**src/rtl/axi_rd_arbiter_pkg.sv**
```systemverilog
// Shared definitions for the AXI read arbiter: FSM states and fixed AR attributes.
package a_defines;

  typedef enum logic [1:0] {
    ST_IDLE = 2'd0,
    ST_ADDR = 2'd1,
    ST_DATA = 2'd2
  } rd_state_e;

  localparam logic [2:0] AXI_SIZE_WORD  = 3'b010;
  localparam logic [1:0] AXI_BURST_INCR = 2'b01;

  // AXI encodes burst length as beats minus one.
  function automatic logic [7:0] axi_len(input logic [7:0] words);
    return words - 8'd1;
  endfunction

endpackage

```
**src/rtl/axi_rd_arbiter_if.sv**
```systemverilog
// Requester and AXI read-channel bundle; slave = arbiter view, master = environment view.
interface axi_rd_arbiter_if #(
  parameter int unsigned NUM_REQ = 2
);
  logic                       flush_i;
  logic [NUM_REQ-1:0]         req_valid_i;
  logic [NUM_REQ-1:0][31:0]   req_addr_i;
  logic [NUM_REQ-1:0][7:0]    req_len_i;
  logic [NUM_REQ-1:0]         req_ready_o;
  logic [NUM_REQ-1:0]         req_data_valid_o;
  logic [31:0]                req_data_o;
  logic                       bus_err_o;

  logic                       arvalid_o;
  logic                       arready_i;
  logic [31:0]                araddr_o;
  logic [7:0]                 arlen_o;
  logic [2:0]                 arsize_o;
  logic [1:0]                 arburst_o;

  logic                       rvalid_i;
  logic                       rready_o;
  logic [31:0]                rdata_i;
  logic [1:0]                 rresp_i;
  logic                       rlast_i;

  modport slave (
    input  flush_i, req_valid_i, req_addr_i, req_len_i,
    output req_ready_o, req_data_valid_o, req_data_o, bus_err_o,
    output arvalid_o, araddr_o, arlen_o, arsize_o, arburst_o,
    input  arready_i,
    input  rvalid_i, rdata_i, rresp_i, rlast_i,
    output rready_o
  );

  modport master (
    output flush_i, req_valid_i, req_addr_i, req_len_i,
    input  req_ready_o, req_data_valid_o, req_data_o, bus_err_o,
    input  arvalid_o, araddr_o, arlen_o, arsize_o, arburst_o,
    output arready_i,
    output rvalid_i, rdata_i, rresp_i, rlast_i,
    input  rready_o
  );

endinterface

```
**src/rtl/axi_rd_arbiter_rr_arb2.sv**
```systemverilog
// Two-way round-robin selector: the pointer names the port with priority this cycle.
module rr_arb2 (
  input  logic [1:0] req_i,
  input  logic       ptr_i,
  output logic [1:0] gnt_o
);

  always_comb begin
    gnt_o = '0;
    if (req_i[ptr_i]) begin
      gnt_o[ptr_i] = 1'b1;
    end else if (req_i[~ptr_i]) begin
      gnt_o[~ptr_i] = 1'b1;
    end
  end

endmodule

```
**src/rtl/axi_rd_arbiter.sv**
```systemverilog
// Two-port AXI4 read arbiter: round-robin grant, one outstanding burst,
// zero-latency beat forwarding with flush drain and error reporting.
module axi_rd_arbiter
  import a_defines::*;
#(
  parameter int unsigned NUM_REQ = 2
) (
  input logic             clk,
  input logic             rst_n,
  axi_rd_arbiter_if.slave bus
);

  rd_state_e          state_q, state_d;
  logic               ptr_q, ptr_d;
  logic               owner_q, owner_d;
  logic               drain_q, drain_d;
  logic [31:0]        addr_q, addr_d;
  logic [7:0]         len_q, len_d;
  logic [7:0]         beat_q, beat_d;

  logic [NUM_REQ-1:0] req_vec;
  logic [1:0]         gnt;
  logic               gnt_idx;
  logic [8:0]         beat_nxt;

  logic [NUM_REQ-1:0] ready;
  logic [NUM_REQ-1:0] dvalid;
  logic [31:0]        rdata_fwd;
  logic               err;
  logic               arvalid;
  logic               rready;

  // Grants only happen in IDLE, outside reset and outside a flush cycle.
  assign req_vec = (rst_n && (state_q == ST_IDLE) && !bus.flush_i) ? bus.req_valid_i : '0;

  rr_arb2 u_rr_arb2 (
    .req_i (req_vec),
    .ptr_i (ptr_q),
    .gnt_o (gnt)
  );

  assign gnt_idx  = gnt[1];
  assign beat_nxt = {1'b0, beat_q} + 9'd1;

  always_comb begin
    state_d   = state_q;
    ptr_d     = ptr_q;
    owner_d   = owner_q;
    drain_d   = drain_q;
    addr_d    = addr_q;
    len_d     = len_q;
    beat_d    = beat_q;
    ready     = '0;
    dvalid    = '0;
    rdata_fwd = '0;
    err       = 1'b0;
    arvalid   = 1'b0;
    rready    = 1'b0;

    unique case (state_q)
      ST_IDLE: begin
        if (|gnt) begin
          owner_d = gnt_idx;
          addr_d  = bus.req_addr_i[gnt_idx];
          len_d   = bus.req_len_i[gnt_idx];
          ptr_d   = ~gnt_idx;
          // Zero-length requests complete at the grant without touching AXI.
          if (bus.req_len_i[gnt_idx] == 8'd0) begin
            ready[gnt_idx] = 1'b1;
          end else begin
            state_d = ST_ADDR;
          end
        end
      end

      ST_ADDR: begin
        arvalid = 1'b1;
        if (bus.flush_i) begin
          drain_d = 1'b1;
        end
        if (bus.arready_i) begin
          ready[owner_q] = 1'b1;
          beat_d         = '0;
          state_d        = ST_DATA;
        end
      end

      ST_DATA: begin
        rready = 1'b1;
        if (bus.flush_i) begin
          drain_d = 1'b1;
        end
        if (bus.rvalid_i) begin
          beat_d    = beat_nxt[7:0];
          rdata_fwd = bus.rdata_i;
          if (!(bus.flush_i || drain_q)) begin
            dvalid[owner_q] = 1'b1;
          end
          err = bus.rresp_i[1];
          if (bus.rlast_i) begin
            // Nine-bit compare so a 256th beat is not aliased onto len 0.
            if (beat_nxt != {1'b0, len_q}) begin
              err = 1'b1;
            end
            drain_d = 1'b0;
            state_d = ST_IDLE;
          end
        end
      end

      default: begin
        state_d = ST_IDLE;
      end
    endcase
  end

  always_ff @(posedge clk) begin
    if (!rst_n) begin
      state_q <= ST_IDLE;
      ptr_q   <= 1'b0;
      owner_q <= 1'b0;
      drain_q <= 1'b0;
      addr_q  <= '0;
      len_q   <= '0;
      beat_q  <= '0;
    end else begin
      state_q <= state_d;
      ptr_q   <= ptr_d;
      owner_q <= owner_d;
      drain_q <= drain_d;
      addr_q  <= addr_d;
      len_q   <= len_d;
      beat_q  <= beat_d;
    end
  end

  assign bus.req_ready_o      = ready;
  assign bus.req_data_valid_o = dvalid;
  assign bus.req_data_o       = rdata_fwd;
  assign bus.bus_err_o        = err;
  assign bus.arvalid_o        = arvalid;
  assign bus.araddr_o         = addr_q;
  assign bus.arlen_o          = axi_len(len_q);
  assign bus.arsize_o         = AXI_SIZE_WORD;
  assign bus.arburst_o        = AXI_BURST_INCR;
  assign bus.rready_o         = rready;

endmodule

```
**src/flat_wrapper.sv**
```systemverilog
// flat-port wrapper written by rule: the top's interface ports become plain ports
module axi_rd_arbiter_flat import a_defines::*;
#(
  parameter int unsigned NUM_REQ = 2
)
  (clk, rst_n, bus_flush_i, bus_req_valid_i, bus_req_addr_i, bus_req_len_i, bus_req_ready_o, bus_req_data_valid_o, bus_req_data_o, bus_bus_err_o, bus_arvalid_o, bus_araddr_o, bus_arlen_o, bus_arsize_o, bus_arburst_o, bus_arready_i, bus_rvalid_i, bus_rdata_i, bus_rresp_i, bus_rlast_i, bus_rready_o);
  axi_rd_arbiter_if #(.NUM_REQ(NUM_REQ)) bus_i ();
  input logic clk;
  input logic rst_n;
  input wire logic [$bits(bus_i.flush_i)-1:0] bus_flush_i;
  input wire logic [$bits(bus_i.req_valid_i)-1:0] bus_req_valid_i;
  input wire logic [$bits(bus_i.req_addr_i)-1:0] bus_req_addr_i;
  input wire logic [$bits(bus_i.req_len_i)-1:0] bus_req_len_i;
  output wire logic [$bits(bus_i.req_ready_o)-1:0] bus_req_ready_o;
  output wire logic [$bits(bus_i.req_data_valid_o)-1:0] bus_req_data_valid_o;
  output wire logic [$bits(bus_i.req_data_o)-1:0] bus_req_data_o;
  output wire logic [$bits(bus_i.bus_err_o)-1:0] bus_bus_err_o;
  output wire logic [$bits(bus_i.arvalid_o)-1:0] bus_arvalid_o;
  output wire logic [$bits(bus_i.araddr_o)-1:0] bus_araddr_o;
  output wire logic [$bits(bus_i.arlen_o)-1:0] bus_arlen_o;
  output wire logic [$bits(bus_i.arsize_o)-1:0] bus_arsize_o;
  output wire logic [$bits(bus_i.arburst_o)-1:0] bus_arburst_o;
  input wire logic [$bits(bus_i.arready_i)-1:0] bus_arready_i;
  input wire logic [$bits(bus_i.rvalid_i)-1:0] bus_rvalid_i;
  input wire logic [$bits(bus_i.rdata_i)-1:0] bus_rdata_i;
  input wire logic [$bits(bus_i.rresp_i)-1:0] bus_rresp_i;
  input wire logic [$bits(bus_i.rlast_i)-1:0] bus_rlast_i;
  output wire logic [$bits(bus_i.rready_o)-1:0] bus_rready_o;
  assign bus_i.flush_i = bus_flush_i;
  assign bus_i.req_valid_i = bus_req_valid_i;
  assign bus_i.req_addr_i = bus_req_addr_i;
  assign bus_i.req_len_i = bus_req_len_i;
  assign bus_req_ready_o = bus_i.req_ready_o;
  assign bus_req_data_valid_o = bus_i.req_data_valid_o;
  assign bus_req_data_o = bus_i.req_data_o;
  assign bus_bus_err_o = bus_i.bus_err_o;
  assign bus_arvalid_o = bus_i.arvalid_o;
  assign bus_araddr_o = bus_i.araddr_o;
  assign bus_arlen_o = bus_i.arlen_o;
  assign bus_arsize_o = bus_i.arsize_o;
  assign bus_arburst_o = bus_i.arburst_o;
  assign bus_i.arready_i = bus_arready_i;
  assign bus_i.rvalid_i = bus_rvalid_i;
  assign bus_i.rdata_i = bus_rdata_i;
  assign bus_i.rresp_i = bus_rresp_i;
  assign bus_i.rlast_i = bus_rlast_i;
  assign bus_rready_o = bus_i.rready_o;
  axi_rd_arbiter #(.NUM_REQ(NUM_REQ)) u_core (.clk(clk), .rst_n(rst_n), .bus(bus_i));
endmodule
```
**config.mk**
```make
export PLATFORM = sky130hd
export DESIGN_NAME = axi_rd_arbiter_flat
export DESIGN_NICKNAME = d
export VERILOG_FILES = /design/src/rtl/axi_rd_arbiter_pkg.sv /design/src/rtl/axi_rd_arbiter_if.sv /design/src/rtl/axi_rd_arbiter_rr_arb2.sv /design/src/rtl/axi_rd_arbiter.sv /design/src/flat_wrapper.sv
export SDC_FILE = /design/constraint.sdc
export NUM_CORES = 1
export LEC_CHECK = 0
export ABC_CLOCK_PERIOD_IN_PS = 2300
export CORE_MARGIN = 5
export CORE_UTILIZATION = 36
export CTS_BUF_LIST = sky130_fd_sc_hd__clkbuf_8
export CTS_CLUSTER_SIZE = 28
export DETAILED_ROUTE_END_ITERATION = 16
export PLACE_DENSITY = 0.82
export SKIP_CTS_REPAIR_TIMING = 1
export SYNTH_ARGS = -nofsm -noshare
export SYNTH_HDL_FRONTEND = slang
export SYNTH_SLANG_ARGS = --single-unit
```
**constraint.sdc**
```tcl
create_clock -name clk -period 2.3 [get_ports clk]
set_input_delay 0.46 -clock clk [delete_from_list [all_inputs] [get_ports clk]]
set_output_delay 0.46 -clock clk [all_outputs]
set_load 0.005 [all_outputs]
```
==> results.yml <==
layout:
  area.sequential_um2: 1070
  multi_input_logic_area_um2: 1850
  insertedDiodeCount: 0
  area.growth.synth_to_final_pct: 87.5
  layout.nets: 726
  fill_cells: 634
  final_core_util_pct: 68.6
  post_route_cells_drive_above_1_share_pct: 13.0
global_route:
  antenna_found_initial: 0
  gr-usage-all-layers_pct: 21.5
  grt_pass1_wl_mm: 17.9
  vias_in_the_first_global_route: 3742
  pin_count_of_the_biggest_net_entering_global_routing: 46
  grt.overflow.total: 0
drt:
  vias_per_cell: 5.19
  wirelength_mm: 11.9
  drt_first_iter_violations: 78
  remaining_number_of_nets_flagged_by_the_antenna_check_after_routing: 0
  routed_wire_length_per_instance_um: 17.0
  dr.pass1.iters: 4
  post-route-drc-count: 0
  num_vias: 3646
synth:
  yosys.area.top_type: "dfxtp_1"
  synth.distinct_cells: 42
  yosys_warning_total: 0
  netlist.area_leader.share_pct: 35.6
  fraction_of_the_yosys_area_taken_by_sequential_cells_pct: 35.6
  synth_top_cells_by_area: "dfxtp_1, and3_1, a22oi_1, a21oi_1, nand2_1"
  syn-instance-count: 386
  ys_seq_elements: 53
  post_synth_instance_area_um2: 2980
  synthesis.area_per_instance_um2: 7.71
pwr:
  power_density_nw_per_um2: 569
  vdd.ir_drop.worst_uv: 325
  leakagePower_nw: 2.25
clocking:
  cts_buffers: 5
  clockRootBuffer: "clkbuf_8"
  cts_tree: "yes"
  worstSkewPairLatency_ns: 0.30
  clock_sinks: 53
  clkTransAtPathRegs_ns: 0.09
  htreeDepth: 2
  clk_path_buf_depth: 2
sta:
  max_clock_freq_mhz: 423
  period_share_pct: 103
  finalCriticalPeriod_ns: 2.36
  fin_worst_hold_slack_ns: 0.547
  final_max_slew_viol_count: 0
  rsz0062_at_grt: "true"
  finalSetupViolations: 2
  timing_hold_violations_final: 0
  post-route-worst-setup-slack_ns: -0.0619
  fin_skew_ns: 0.00742
floorplanning:
  die-area_um2: 10200
  top_level_ports: 206
  placement_rows: 33
  area_of_the_placeable_core_um2: 8130
  dieHeight_um: 101
  start_util_pct: 36.6
  die_w_um: 101
placed_design:
  post-place-ws_ns: -0.547
  gpl.final_weighted_congestion: 0.827
  io_buffers: 199
  place.detailed.hpwl_mm: 8.77
setup_path:
  cp_cell_sequence: "ha_4 -> xor2_1 -> a2111oi_2 -> o311ai_1 -> nor3_1 -> a21oi_1 -> dlymetal6s2s_1"
  worst_ep_required_time_ns: 1.84
  slowest_stage: "dfxtp_2"
  worstSetupEndpointType: "output port"
  startpoint: "u_core.beat_q[1]"
  r2r-start: "u_core.state_q[1]"
  worstSetupPathType: "reg -> out"
  crit_arrival_ns: 1.90
  critical_path_peak_fanout: 2
  slowest_cell_delay_on_critical_path_ns: 0.35
  critical_path.startpoint_type: "flip-flop"
outcome:
  status: "complete, but fails checks"
  violated_checks: "setup timing"
worst_hold_path:
  holdCritPathClass: "reg -> reg"
  holdCritStartpoint: "u_core.ptr_q"
run:
  maxCapViolCount: 0
[path summary, 6_finish.rpt]
path                       endpoint  depth (start not counted)  slack [ns]
setup / recovery      bus_bus_err_o                          7       -0.06
hold / removal         u_core.ptr_q                          2        0.55
setup reg to reg  u_core.state_q[1]                         10        0.10
hold reg to reg        u_core.ptr_q                          2        0.55
[synth_stat cells]
master	n
a21boi_0	1
o21a_1	2
a31o_1	1
nand2b_1	3
inv_1	6
a31o_2	1
and3b_1	1
xnor2_1	7
xor2_1	6
nor3_1	7
nand3_1	8
nand2_1	55
a311oi_1	1
o32ai_1	1
o31ai_1	2
o311ai_1	1
a211oi_1	8
buf_4	6
nor2_1	24
maj3_1	1
ha_1	6
clkbuf_1	27
or2_2	1
dfxtp_1	53
nor4b_1	1
a21oi_1	43
clkinv_1	1
a31oi_1	2
conb_1	2
nor2b_1	1
o211ai_1	3
nor4_1	6
buf_6	1
buf_2	4
and3_1	39
o21ai_0	6
and2_1	3
a2111oi_0	1
o21ai_1	1
a22oi_1	32
mux2i_1	10
nand4b_1	1
[registers in the layout (all words and copies together), names as in the netlist]
register / cells
u_core.bus.araddr_o: 32
u_core.beat_q: 8
u_core.len_q: 8
u_core.state_q: 2
u_core.drain_q: 1
u_core.owner_q: 1
u_core.ptr_q: 1
[cells in the final DEF, fill, tap and decap left out, types with 5 or more instances in the layout]
cell type | synthesis | final
and3_1 | 39 | 37
xnor2_1 | 7 | 7
nand3_1 | 8 | 7
nor2_1 | 24 | 21
a21oi_1 | 43 | 43
clkdlybuf4s50_1 | 0 | 187
dfxtp_1 | 53 | 49
o21ai_0 | 6 | 6
dlymetal6s2s_1 | 0 | 10
buf_4 | 6 | 35
nand2_1 | 55 | 55
mux2i_1 | 10 | 10
conb_1 | 2 | 5
a22oi_1 | 32 | 32
xor2_1 | 6 | 6
nor3_1 | 7 | 6
a211oi_1 | 8 | 8
clkbuf_8 | 0 | 5
[critical path: cells and delay by family, from the launching register on]
family | cells | cell delay [ns]
AO/OA/AOI/OAI | 3 | 0.56
adder cells (fa/ha/maj) | 1 | 0.25
XOR/XNOR | 1 | 0.15
AND/OR/NAND/NOR | 1 | 0.15
flip-flops | 1 | 0.35
buffers and inverters | 1 | 0.16
[kinds of logic after synthesis]
kind of cell	Yosys count	share of synthesized area, %
DFF	53	35.6
xor gates and xnor gates	13	3.83
AOI/OAI and AO/OA	106	22.7
muxes	10	3.36
adders and majority gates	7	2.86
other	2	0.252
and+or+nand+nor	150	24.5
buffers and inverters	45	6.85
[layout make-up]
| type | instances | area share, % |
|---|---|---|
| Inverter | 7 | 0.516 |
| Clock inverter | 2 | 0.628 |
| Sequential cell | 53 | 19.1 |
| Clock buffer | 5 | 1.23 |
| Tap cell | 105 | 2.35 |
| Multi-Input combinational cell | 291 | 33.2 |
| Timing Repair Buffer | 240 | 43.0 |
[metal layers]
metal	routed length (µm)	GRT usage, %	part of all wire [%]	vias to the layer above
met1	4630	24.3	39	1710
met5	0	0	0	-
met2	6080	38.9	51	141
met4	105	3.78	0.88	0
li1	-	-	-	1785
met3	1120	8.10	9.4	10
[stage by stage]
step,instance area [µm²],total power (W),std cells,setup TNS [ns]
floorplan,2990,0.00167,389,0
global placement,5220,0.00238,690,-4.85
detailed placement,5220,0.00242,690,-6.70
CTS,5320,0.00304,697,-5.62
global route,5580,0.00336,703,-0.278
finish,5580,0.00318,703,-0.0730
[power by group]
| group | internal (W) | switching, W | leakage, nW |
|---|---|---|---|
| clock | 0.000317 | 0.000301 | 0.0540 |
| combinational | 0.000842 | 0.000602 | 1.76 |
| sequential | 0.00103 | 0.0000885 | 0.434 |
| total | 0.00219 | 0.000992 | 2.25 |
Power figures use the tool's default switching activity.
